--- config.mk ---
export PLATFORM = sky130hd
export DESIGN_NAME = vec_activate
export DESIGN_NICKNAME = d
export VERILOG_FILES = /design/src/rtl/vec_activate.sv
export SDC_FILE = /design/constraint.sdc
export NUM_CORES = 1
export LEC_CHECK = 0
export ABC_AREA = 1
export CORE_MARGIN = 2
export CORE_UTILIZATION = 42
export CTS_CLUSTER_SIZE = 16
export DETAILED_ROUTE_END_ITERATION = 12
export PLACE_DENSITY = 0.67
export SLEW_MARGIN = 25
export SYNTH_ARGS = -nofsm -noshare
export SYNTH_HDL_FRONTEND = slang
export SYNTH_SLANG_ARGS = --single-unit
--- constraint.sdc ---
create_clock -name clk -period 2.3 [get_ports clk]
set_clock_uncertainty 0.15 [all_clocks]
set_input_delay 0.23 -clock clk [delete_from_list [all_inputs] [get_ports clk]]
set_output_delay 0.23 -clock clk [all_outputs]
set_load 0.005 [all_outputs]
--- src/rtl/vec_activate.sv ---
// Post-matmul stage: walks the result vector, adds bias, applies a Q8.8
// activation and streams the results into the hidden-state write port.
module vec_activate #(
  parameter int LEN_BITS = 4
) (
  input  logic                clk,
  input  logic                rst,
  input  logic                start,
  input  logic [1:0]          mode,
  output logic                ready,
  output logic                done,
  output logic [LEN_BITS-1:0] rd_sel,
  input  logic [15:0]         mm_data,
  input  logic [15:0]         bias_data,
  output logic                wr_en,
  output logic [LEN_BITS-1:0] wr_sel,
  output logic [15:0]         wr_data
);

  localparam logic [1:0] ST_READY = 2'd0;
  localparam logic [1:0] ST_BUSY  = 2'd1;
  localparam logic [1:0] ST_DRAIN = 2'd2;

  localparam logic [LEN_BITS-1:0] SEL_ONE  = LEN_BITS'(1);
  localparam logic [LEN_BITS-1:0] SEL_LAST = {LEN_BITS{1'b1}};

  logic [1:0]          state_r;
  logic [1:0]          mode_r;
  logic [LEN_BITS-1:0] rd_sel_r;
  logic                done_r;
  logic                s1_valid_r;
  logic [LEN_BITS-1:0] s1_index_r;
  logic signed [15:0]  s1_sum_r;
  logic                wr_en_r;
  logic [LEN_BITS-1:0] wr_sel_r;
  logic [15:0]         wr_data_r;
  logic signed [16:0]  wide_sum_s;
  logic signed [15:0]  sum_s;

  function automatic logic signed [15:0] sat16(input logic signed [16:0] v);
    if (v > 17'sd32767) begin
      return 16'sh7FFF;
    end else if (v < -17'sd32768) begin
      return 16'sh8000;
    end else begin
      return v[15:0];
    end
  endfunction

  function automatic logic [15:0] act_fn(input logic [1:0] m, input logic signed [15:0] x);
    logic signed [16:0] t;
    t = ($signed({x[15], x}) >>> 2) + 17'sd128;
    case (m)
      2'd0: begin
        if (x > 16'sd256) begin
          return 16'h0100;
        end else if (x < -16'sd256) begin
          return 16'hFF00;
        end else begin
          return x;
        end
      end
      2'd1: begin
        if (t < 17'sd0) begin
          return 16'h0000;
        end else if (t > 17'sd256) begin
          return 16'h0100;
        end else begin
          return t[15:0];
        end
      end
      2'd2: begin
        if (x < 16'sd0) begin
          return 16'h0000;
        end else begin
          return x;
        end
      end
      2'd3: return x;
      default: return x;
    endcase
  endfunction

  // Bias add widened by one bit so overflow can be saturated
  always_comb begin
    wide_sum_s = $signed({mm_data[15], mm_data}) + $signed({bias_data[15], bias_data});
    sum_s      = sat16(wide_sum_s);
  end

  // Control FSM: read index walk and completion pulse
  always_ff @(posedge clk) begin
    if (rst) begin
      state_r  <= ST_READY;
      mode_r   <= 2'd0;
      rd_sel_r <= '0;
      done_r   <= 1'b0;
    end else begin
      done_r <= 1'b0;
      case (state_r)
        ST_READY: begin
          if (start) begin
            mode_r   <= mode;
            rd_sel_r <= '0;
            state_r  <= ST_BUSY;
          end
        end
        ST_BUSY: begin
          if (rd_sel_r == SEL_LAST) begin
            state_r <= ST_DRAIN;
          end else begin
            rd_sel_r <= rd_sel_r + SEL_ONE;
          end
        end
        // Stage 1 empty means the final write is already on the port
        ST_DRAIN: begin
          if (!s1_valid_r) begin
            state_r <= ST_READY;
            done_r  <= 1'b1;
          end
        end
        default: state_r <= ST_READY;
      endcase
    end
  end

  // Two-stage datapath: bias-add register, then activation into the write port
  always_ff @(posedge clk) begin
    if (rst) begin
      s1_valid_r <= 1'b0;
      s1_index_r <= '0;
      s1_sum_r   <= 16'sd0;
      wr_en_r    <= 1'b0;
      wr_sel_r   <= '0;
      wr_data_r  <= 16'h0000;
    end else begin
      s1_valid_r <= (state_r == ST_BUSY);
      s1_index_r <= rd_sel_r;
      s1_sum_r   <= sum_s;
      wr_en_r    <= s1_valid_r;
      wr_sel_r   <= s1_index_r;
      wr_data_r  <= act_fn(mode_r, s1_sum_r);
    end
  end

  assign ready   = (state_r == ST_READY);
  assign done    = done_r;
  assign rd_sel  = rd_sel_r;
  assign wr_en   = wr_en_r;
  assign wr_sel  = wr_sel_r;
  assign wr_data = wr_data_r;

endmodule
==> impl_results.md, run 1 <==
- H-tree depth: 2
- Initial antenna violation count: 0
- 1st-pass router iterations: 4
- Endpoints failing hold: 0
- Deepest clock path buffer count: 2
- Syn Std Cell Area: 3198 um^2
- Grt met1 use: 0.2160
- Fmax: 464.1 MHz
- Non-filler cells, final: 695
- Cells along the critical path: clkdlybuf4s50_1 -> ha_2 -> inv_1 -> fa_2 -> o21ai_2 -> nand3_1 -> nand2_2 -> nand2_1 -> nand2_1 -> nand2_1 -> nand2_2 -> nand2_2 -> nand3_1 -> nand2_1
- Mapped Cells: between 400 and 500
- FF+latch count, synth: 51
- Register Area: 1021 um^2
- CTS sink count: 51
- PwrDens: around 560 nW/um^2
- IO Pins: 64
- Die extent in x: 91.26 um
- WS Path Type: in2reg
- Diode count: 0
- Largest net degree at the start of global routing: 17
- Tcrit/Tclk final: 0.9367
- RSZ-0062 raised after global routing: false
- Synth area leaders: dfxtp_1 (32%), nand2_1 (17%), inv_1 (8.1%)
- M2 GR Usage: 0.3154
- Drt drc: 0
- Vias: 3,319
- Worst skew pair latency: 0.30 ns
- Top delay family on crit path: simple AND/OR/NAND/NOR gates
- First-pass GRT wire length: 12.46 mm
- CP max FO: 6
- Port bufs: 63
- Drt first-iter violations: approximately 120
- Layout cells sized above 1: 0.1359
- Post-CTS Setup Inserts: 0
- VDD IR-drop max: 0.0003017 V
- Crit path buf inv count: 2
- # fillers: 698
- Initial cell density of the core: 0.4363
- Vias per inst: between 4 and 5
- GRT Util Overall: 0.1763
- Worst path arrival time: 2.19 ns
- CP Launch Type: primary input
- Cell leakage power: about 2.2 nW
- Yosys warns: 0
- Routed Antenna Nets: 0
- Worst-margin pin slew: 0.6088 ns
- Worst path max stage delay: 0.46 ns
- Dpl ws: -0.4066 ns
- Dpl hpwl: between 5 and 6 mm
- Core box area: ~7300 um^2
- Slew margin rel.: 0.5937
- Top cell by count, worst path: nand2_1
- Synth top area share: 0.3192
- Critical path's slowest cell: clkdlybuf4s50_1
- Worst hold path class: reg2reg
- Avg Cell Area, Syn: 6.513 um^2
- Root Buffer: clkbuf_8
- Syn Nets: between 500 and 600
- Drt total wl: 6.979 mm
- CTS Hold Bufs: 0
- Final Max Tran Viols: 0
- Final setup fails: 0
- Crit end category: flop
- Drt wl/cell: 10.04 um
- # placed instances: 685
- Outcome: finished clean
- Die area: 8328 um^2
- CTS tree: done
- Commonest non-fill, non-tap cell in the layout: nand2_1
- Cell taking the most area after synthesis: dfxtp_1
- Seq/Total Area, Yosys: 0.3192
- Setup TNS: 0 ns
- MaxCap Viol Count: 0
- Area of the multi-input gates: 1874 um^2
- Routability Congestion: 0.8880
- Met3 usage: 0.02573
- Gr ovfl total: 0
- Area delta synth->final: 36.27%
- CTS buffer count: 5
- Most frequent cells in the layout: nand2_1 (145), inv_1 (69), clkdlybuf4s50_1 (63)
- Layout Nets: 652
- Worst Path Required: 2.34 ns
- Post-synth cell types: 37
- Vias in the first global route: around 3,000
- Die Ht: 91.26 um
- CTS clock-pin slew for the worst setup and hold paths: ~0.09 ns
- GRT Max-Usage Layer: met2
- Setup WS post-layout: 0.1455 ns
- Tmin final: 2.154 ns
- Row count: 31
[cell type report]
type / instances / share of cell area
clock inverters: 2 / 0.003158
clock buffers: 6 / 0.01895
inverters: 75 / 0.06460
multi-input cells: 355 / 0.4301
repair buffers: 107 / 0.2205
well taps: 99 / 0.02842
flip-flops and latches: 51 / 0.2343
[per-layer routing]
metal	vias to the layer above	wire (um)
met1	1455	3228
li1	1775	-
met3	6	255
met4	0	58
met5	-	0
met2	83	3437
[Yosys cell counts (all sizes together)]
cell type and instances:
o21bai 1, dfxtp 51, and3 1, ha 19, buf 9, clkbuf 3
xnor2 3, a211oi 1, clkinv 1, nand4 20, o211ai 3, nor3 7
nand3b 1, and2 1, nand2 153, nand3 45, a21o 1, xor2 5
o21ai 12, a21oi 31, nor2 46, or2 1, inv 74, o21a 1
fa 1
[worst register-to-register path: stages (launching register included)]
cell and delay (ns):
dfxtp_1 0.51, ha_1 0.25, nand2_1 0.09, nor2_2 0.14
nand2_1 0.06, nand2_1 0.07, nand3_1 0.08, nor2_2 0.28
nand2_2 0.10, nor2_2 0.10, nand2_1 0.07, a21oi_2 0.12
[cell families (layout without fill, tap and decap cells)]
| logic type | after synthesis | count (layout) | share of synthesized area |
|---|---|---|---|
| AOI/OAI and AO/OA | 50 | 50 | 0.09077 |
| and+or+nand+nor | 275 | 277 | 0.3760 |
| DFF | 51 | 51 | 0.3192 |
| adders and majority gates | 20 | 20 | 0.08060 |
| xor gates and xnor gates | 8 | 8 | 0.02191 |
| buffers and inverters | 87 | 190 | 0.1115 |
[sequential cells by signal, indices dropped and copies added, names as in the netlist]
signal and cells:
done 1, wr_en 1, wr_data 16, s1_index_r 4, s1_sum_r 16, s1_valid_r 1
rd_sel 4, state_r 2, mode_r 2, wr_sel 4
[power breakdown]
group,internal (mW),switching (mW)
Sequential,0.971,0.0866
Combinational,0.402,0.471
Clock,0.246,0.271
[timing repair]
action | CTS | global route
setup endpoints to repair | 15 | 16
resized for setup | 1 | 9
cloned | 0 | 2
pin swaps | 0 | 1
[per-stage QoR]
| step | hold slack, ns | utilization | total power [mW] | instance area (um^2) |
|---|---|---|---|---|
| CTS | 0.2582 | 0.5875 | 2.440 | 4307 |
| finish | 0.2567 | 0.5945 | 2.447 | 4358 |
| floorplan | 0.2383 | - | 1.589 | 3198 |
| detailed placement | 0.2437 | 0.5740 | 1.922 | 4208 |
| global route | 0.2731 | 0.5945 | 2.637 | 4358 |
| global placement | 0.2405 | 0.5740 | 1.907 | 4208 |
[final timing paths]
check                                   start           end  slack (ns)  cells after the start
worst max-delay path               mm_data[0]  s1_sum_r[11]        0.15                     14
worst max register to register    s1_sum_r[9]    wr_data[4]        0.22                     11
worst min register to register  s1_index_r[3]     wr_sel[3]        0.26                      2
worst min-delay path            s1_index_r[3]     wr_sel[3]        0.26                      2
Power figures use the tool's default switching activity.
==> inputs of run 2 (changes only) <==
- CTS_CLUSTER_DIAMETER: unset -> 120
==> results of run 2 <==
Final layout, timing and power as in run 1 (identical DEF).
==> inputs of run 3 (changes only) <==
- SLEW_MARGIN: 25 -> 20
==> results of run 3 <==
Final layout, timing and power as in run 1 (identical DEF).
